[src/rtl/spirx_word.sv]
// spirx_word: 24-bit SPI receive slave with valid/ack holding register, framing and overrun faults.
// Optional SPIRX_MISO_EN adds the reply port and MISO transmit shifter.
module spirx_word (
    input  logic        clk,
    input  logic        rst,
    input  logic        CS,
    input  logic        SCL,
    input  logic        MOSI,
    input  logic        ack,
`ifdef SPIRX_MISO_EN
    input  logic [23:0] reply,
    output logic        MISO,
`endif
    output logic [23:0] rx,
    output logic        valid,
    output logic        busy,
    output logic        ferr,
    output logic        ovr
);
    typedef enum logic [1:0] {WAIT, IDLE, SHIFT, DONE} state_t;
    state_t      state, state_n;
    logic [1:0]  cs_m, scl_m, mosi_m;
    logic        cs_h, scl_h;
    logic [4:0]  cnt, cnt_n;
    logic [23:0] sr, sr_n;
    logic        extra, extra_n, ferr_n, done;
    logic        cs_fall, cs_rise, scl_rise, scl_fall;
    // CS synchronizer resets low so a frame cut by rst is not re-entered mid-word
    always_ff @(posedge clk) begin
        if (rst) begin
            cs_m   <= 2'b00;
            cs_h   <= 1'b0;
            scl_m  <= 2'b11;
            scl_h  <= 1'b1;
            mosi_m <= 2'b00;
        end else begin
            cs_m   <= {cs_m[0], CS};
            cs_h   <= cs_m[1];
            scl_m  <= {scl_m[0], SCL};
            scl_h  <= scl_m[1];
            mosi_m <= {mosi_m[0], MOSI};
        end
    end
    assign cs_fall  = cs_h & ~cs_m[1];
    assign cs_rise  = ~cs_h & cs_m[1];
    assign scl_rise = ~scl_h & scl_m[1];
    assign scl_fall = scl_h & ~scl_m[1];
    assign busy     = (state == SHIFT) || (state == DONE);
    always_comb begin
        state_n = state;
        cnt_n   = cnt;
        sr_n    = sr;
        extra_n = extra;
        ferr_n  = 1'b0;
        done    = 1'b0;
        case (state)
            WAIT: if (cs_m[1]) state_n = IDLE;
            IDLE: if (cs_fall) begin
                state_n = SHIFT;
                cnt_n   = 5'd0;
                sr_n    = 24'd0;
                extra_n = 1'b0;
            end
            SHIFT: if (cs_rise) begin
                state_n = IDLE;
                ferr_n  = cnt != 5'd0;
            end else if (scl_rise) begin
                sr_n  = {sr[22:0], mosi_m[1]};
                cnt_n = cnt + 5'd1;
                if (cnt == 5'd23) begin
                    state_n = DONE;
                    done    = 1'b1;
                end
            end
            DONE: if (cs_rise) begin
                state_n = IDLE;
                ferr_n  = extra;
            end else if (scl_rise) extra_n = 1'b1;
        endcase
    end
    always_ff @(posedge clk) begin
        if (rst) begin
            state <= WAIT;
            cnt   <= 5'd0;
            sr    <= 24'd0;
            extra <= 1'b0;
            rx    <= 24'd0;
            valid <= 1'b0;
            ferr  <= 1'b0;
            ovr   <= 1'b0;
        end else begin
            state <= state_n;
            cnt   <= cnt_n;
            sr    <= sr_n;
            extra <= extra_n;
            ferr  <= ferr_n;
            ovr   <= done & valid & ~ack;
            if (done & (~valid | ack)) begin
                rx    <= sr_n;
                valid <= 1'b1;
            end else if (ack) valid <= 1'b0;
        end
    end
`ifdef SPIRX_MISO_EN
    logic [23:0] tx;
    // the first SCL fall presents bit 23 already loaded at CS fall, so shifting starts after bit 0 is sampled
    always_ff @(posedge clk) begin
        if (rst) tx <= 24'd0;
        else if (state == IDLE && cs_fall) tx <= reply;
        else if (state == SHIFT && scl_fall && cnt != 5'd0) tx <= {tx[22:0], 1'b0};
    end
    assign MISO = (state == SHIFT) & tx[23];
`endif
endmodule

[config.mk]
export PLATFORM = sky130hd
export DESIGN_NAME = spirx_word
export DESIGN_NICKNAME = d
export VERILOG_FILES = /design/src/rtl/spirx_word.sv
export SDC_FILE = /design/constraint.sdc
export NUM_CORES = 1
export LEC_CHECK = 0
export ABC_AREA = 1
export BUFFER_PORTS_ARGS = -buffer_cell sky130_fd_sc_hd__buf_2
export CORE_MARGIN = 8
export CORE_UTILIZATION = 25
export DETAILED_ROUTE_END_ITERATION = 8
export HOLD_SLACK_MARGIN = 0.03
export SLEW_MARGIN = 15
export SYNTH_ARGS = -nofsm -noshare
export SYNTH_HDL_FRONTEND = slang
export SYNTH_SLANG_ARGS = --single-unit
[constraint.sdc]
create_clock -name clk -period 4.5 [get_ports clk]
set_input_delay 0.9 -clock clk [delete_from_list [all_inputs] [get_ports clk]]
set_output_delay 0.9 -clock clk [all_outputs]
set_load 0.005 [all_outputs]
Word-level counts from Yosys, hierarchy flattened. Cells that the tools add are included.

Logic and storage cells: 76. Bits in registers: 67. Input port bits: 6.

Reduce and logical (&&, ||, !) cells: 9. Bitwise logic cells: 12. $add $sub $neg: 1. Eq/ne operators: 13. Multiplexer cells: 28.

Operators with widths (count): 24-bit 2-to-1 mux (3); 24-bit one-hot mux with 2 select lines (1); 5-bit 2-to-1 mux (3); 2-bit != test, second input constant (7); 2-bit 2-to-1 mux (6); 1-bit 2-to-1 mux (11); 5-bit one-hot mux with 2 select lines (1); 2-bit one-hot mux with 4 select lines (1); 4-bit AND reduction (2); 1-bit bitwise AND (6); 2-bit nonzero test (3); 5-bit by 1-bit adder with 5-bit output, second input constant (1); 5-bit equality test, second input constant (1); 1-bit NOT (5); 5-bit AND reduction (1); 5-bit nonzero test (1); 2-bit equality test, second input constant (2); 1-bit one-hot mux with 2 select lines (2); 3-bit by 2-bit != test with 1-bit output, second input constant (1); 3-bit != test, second input constant (1); 2-bit by 1-bit equality test with 1-bit output, second input constant (1); 2-bit logical NOT (1); 1-bit logical OR (1); 1-bit bitwise OR (1).

Longest topological paths before layout.
Word-level depth: 7. Depth in mapped cells: 10. Depth with buffers taken out: 10.

Least setup slack after synthesis. No wires, ideal clock.

Path type: reg2out. Start: reg state[0]. End: out busy. Stages on the path, launching flop included: 5. Data required time: 3.600 ns. Arrival: 0.889 ns. Setup slack: 2.711 ns. Path buffers: 0. Cells stage by stage: dfxtp_1 inv_1 ha_1 inv_2 nand2_1.

Longest elaborated chain between the ends: 2. Elaborated cells between the ends (all ways): 3. Those cells by class: 2 x eq/ne; 1 x reduce/logical.

Ends and longest elaborated chain: start, declared (RTL line 21) `state_t state, state_n;`; start signal, assigned (RTL line 92) `state <= state_n;`; 2-bit equality test (RTL line 48) `assign busy = (state == SHIFT) || (state == DONE);`; 1-bit logical OR (*) (RTL line 48); end, declared (RTL line 16) `output logic busy,`.

Mark *: on every way between the ends. The rest lies on a longest branch, timed or not.

Final worst setup path.
Start: reg state[0]. End: reg rx[22].

Longest elaborated chain between the ends: 3. Elaborated cells between the ends (all ways): 5. Those cells by class: 2 x eq/ne; 2 x mux; 1 x bitwise.

Ends and longest elaborated chain: 2-bit equality test (RTL line 56) `case (state)`; 1-bit 2-to-1 mux (RTL line 56); 1-bit bitwise AND (RTL line 98) `if (done & (~valid | ack)) begin`; end signal, assigned (RTL line 99) `rx <= sr_n;`; end, declared (RTL line 14) `output logic [23:0] rx,`.

Several ways; a longest one is shown, not always the timed one. A chain may end at the register's enable or synchronous reset.

==> flow_summary.json <==
{
  "die_w_um": 130.2,
  "synth_flop_cell": "dfxtp_1",
  "slew_headroom": 0.3490,
  "syn-num-nets": 513,
  "synthCells": 500,
  "cts_resized": 0,
  "crit_path_max_incr_delay_ns": 0.72,
  "dpl_cell_area_um2": 3497,
  "worstMarginPinSlew_ns": 0.9754,
  "ys_seq_elements": 67,
  "grt_max_degree": 49,
  "holdBufCountCts": 0,
  "startpoint_type": "register",
  "slew_violations": 0,
  "first_pass_iters": 4,
  "tritoncts": "built",
  "core-area_um2": 12670,
  "antenna_found_initial": 0,
  "cpMaxStageDelayCell": "nand3_2",
  "numCtsBuffers": 9,
  "first_iter_violations": 161,
  "worstPathArrival_ns": 2.61,
  "cts_num_sinks": 67,
  "syn-cell-area_um2": 3258,
  "synth.distinct_cells": 23,
  "rsz0062_at_grt": "false",
  "diodes": 0,
  "drc": 0,
  "io_buffers": 33,
  "clock_latency_ns": 0.33,
  "max_clock_freq_ghz": 0.4159,
  "clkSlewWorstSetupHoldPaths_ns": 0.05,
  "cp_num_buf_inv": 2,
  "worstSetupEndpointType": "register",
  "crit_chain": "inv_1, ha_1, inv_2, nor2_4, nand3_2, nor2_1, nor2_1",
  "synth-edff-count": 0,
  "irDropWorstVdd_uv": 175.4,
  "gr-total-overflow": 0,
  "grt_pass1_wl_mm": 12.24,
  "crit_type": "reg -> reg",
  "routed_wl_mm": 7.027,
  "ys_seq_area_frac": 0.4117,
  "min_path_type": "reg -> reg",
  "power.density_nw_per_um2": 411.2,
  "final_nets": 534,
  "post_cts.repair.setup_buffers": 0,
  "required_ns": 4.71,
  "fin_ws_ns": 2.096,
  "hold_viol": 0,
  "cts_max_level": 3,
  "dieHeight_um": 130.2,
  "wl_per_cell_um": 10.08,
  "setup-tns-final_ns": 0,
  "stdcell_area_um2": 3777,
  "grtUsageTotal": 0.08948,
  "ant_nets": 0,
  "vias": 2847,
  "setup_viol_count_final": 0,
  "syn_to_final_growth_pct": 15.94,
  "dpl_worst_slack_ns": 1.752,
  "maxCapViolCount": 0,
  "grt_pass1_vias": 2608,
  "yosys_warnings": 0,
  "cts-root-buf": "clkbuf_16",
  "initial_core_util": 0.2571,
  "cp_common_cell": "nor2_1",
  "dpl.hpwl_mm": 4.555,
  "power.leakage_nw": 1.921,
  "clk_path_buf_depth": 2,
  "timing.clock.skew_ns": 0.004632,
  "post-route-min-period_ns": 2.404,
  "async_flop_share": 0,
  "drive_above_1_share": 0.1162,
  "dieArea_um2": 16940,
  "timing.final.crit_share": 0.5343,
  "path_delay_family": "simple AND/OR/NAND/NOR gates",
  "row_count": 41,
  "place_congestion": 0.7746,
  "crit_path_max_fanout": 48,
  "drt-vias-per-instance": 4.085,
  "io_pins": 34,
  "avgSynthCellArea_um2": 6.516,
  "status": "finished, final reports clean"
}
==> cell families (layout without fill, tap and decap cells) <==
logic type	after synthesis	in the layout	share of synthesized area
buffers and inverters	95	120	0.1263
AO/OA/AOI/OAI	35	35	0.05607
adder cells (fa/ha/maj)	7	7	0.02688
flip-flops	67	67	0.4117
AND/OR/NAND/NOR	296	296	0.3790
==> cell usage after synthesis, types with 4 or more instances <==
master | instances | area, um^2
buf_2 | 11 | 55.05
nor2_1 | 69 | 259.0
clkbuf_1 | 6 | 22.52
nand3_1 | 58 | 290.3
ha_1 | 7 | 87.58
buf_6 | 5 | 56.30
dfxtp_1 | 67 | 1341
nand2_1 | 154 | 578.1
a21oi_1 | 29 | 145.1
nor3_1 | 4 | 20.02
inv_1 | 69 | 259.0
==> tightest hold or removal path: stages (launching register included) <==
cell,delay (ns)
dfxtp_1,0.29
inv_1,0.04
nor2_1,0.03
==> layout make-up <==
| class | instances | area, um^2 |
|---|---|---|
| Inverter | 72 | 270.3 |
| Multi-Input combinational cell | 338 | 1505 |
| Timing Repair Buffer | 33 | 165.2 |
| Sequential cell | 67 | 1341 |
| Tap cell | 172 | 215.2 |
| Clock buffer | 13 | 270.3 |
| Fill cell | 1398 | 8894 |
| Clock inverter | 2 | 10.01 |
==> path summary, 6_finish.rpt <==
kind	from	endpoint	slack, ns	cells after the start
worst max-delay path	state[0]	rx[22]	2.10	7
worst min-delay path	cs_m[0]	cs_m[1]	0.40	2
worst max register to register	state[0]	rx[22]	2.10	7
worst min register to register	cs_m[0]	cs_m[1]	0.40	2
==> stage by stage <==
stage / hold WS [ns] / std cells / power, mW / utilization
after floorplan: 0.3883 / 500 / 0.8607 / -
after global placement: 0.3894 / 682 / 0.9197 / 0.2760
after detailed placement: 0.3936 / 682 / 0.9171 / 0.2760
after CTS: 0.4008 / 697 / 1.575 / 0.2981
after global routing: 0.4156 / 697 / 1.650 / 0.2981
final: 0.3992 / 697 / 1.553 / 0.2981
==> flip-flops by register name, indices dropped and copies added, names as in the netlist <==
register	cells
rx	24
sr	24
cnt	5
cs_m	2
mosi_m	2
scl_m	2
state	2
cs_h	1
extra	1
ferr	1
ovr	1
scl_h	1
valid	1
==> metal layers <==
metal,part of all wire,track usage,vias up
li1,-,-,1565
met1,0.47,0.1050,1233
met2,0.44,0.1423,39
met3,0.071,0.03346,10
met4,0.019,0.04098,0
met5,0,0,-
==> cell usage in the layout, fill, tap and decap left out <==
master     instances
nor2_4             3
or2_2              2
clkinv_2           2
o21a_1             1
nand2_2            3
ha_1               7
dfxtp_1           67
inv_2              3
nand3_2            1
nand3_1           58
clkbuf_1           1
nor3_1             4
clkbuf_8           3
nand2_1          154
inv_1             69
clkbuf_16          9
buf_2             33
o21ai_0            3
o21ai_2            1
nor2_1            69
a21oi_1           29
nand4_1            1
nor2_2             1
a31oi_1            1
==> report_power, final <==
part	switching (mW)	total [mW]	internal, mW
Combinational	0.197	0.273	0.0766
Sequential	0.0171	0.630	0.613
Clock	0.238	0.650	0.413
Power figures use the tool's default switching activity.
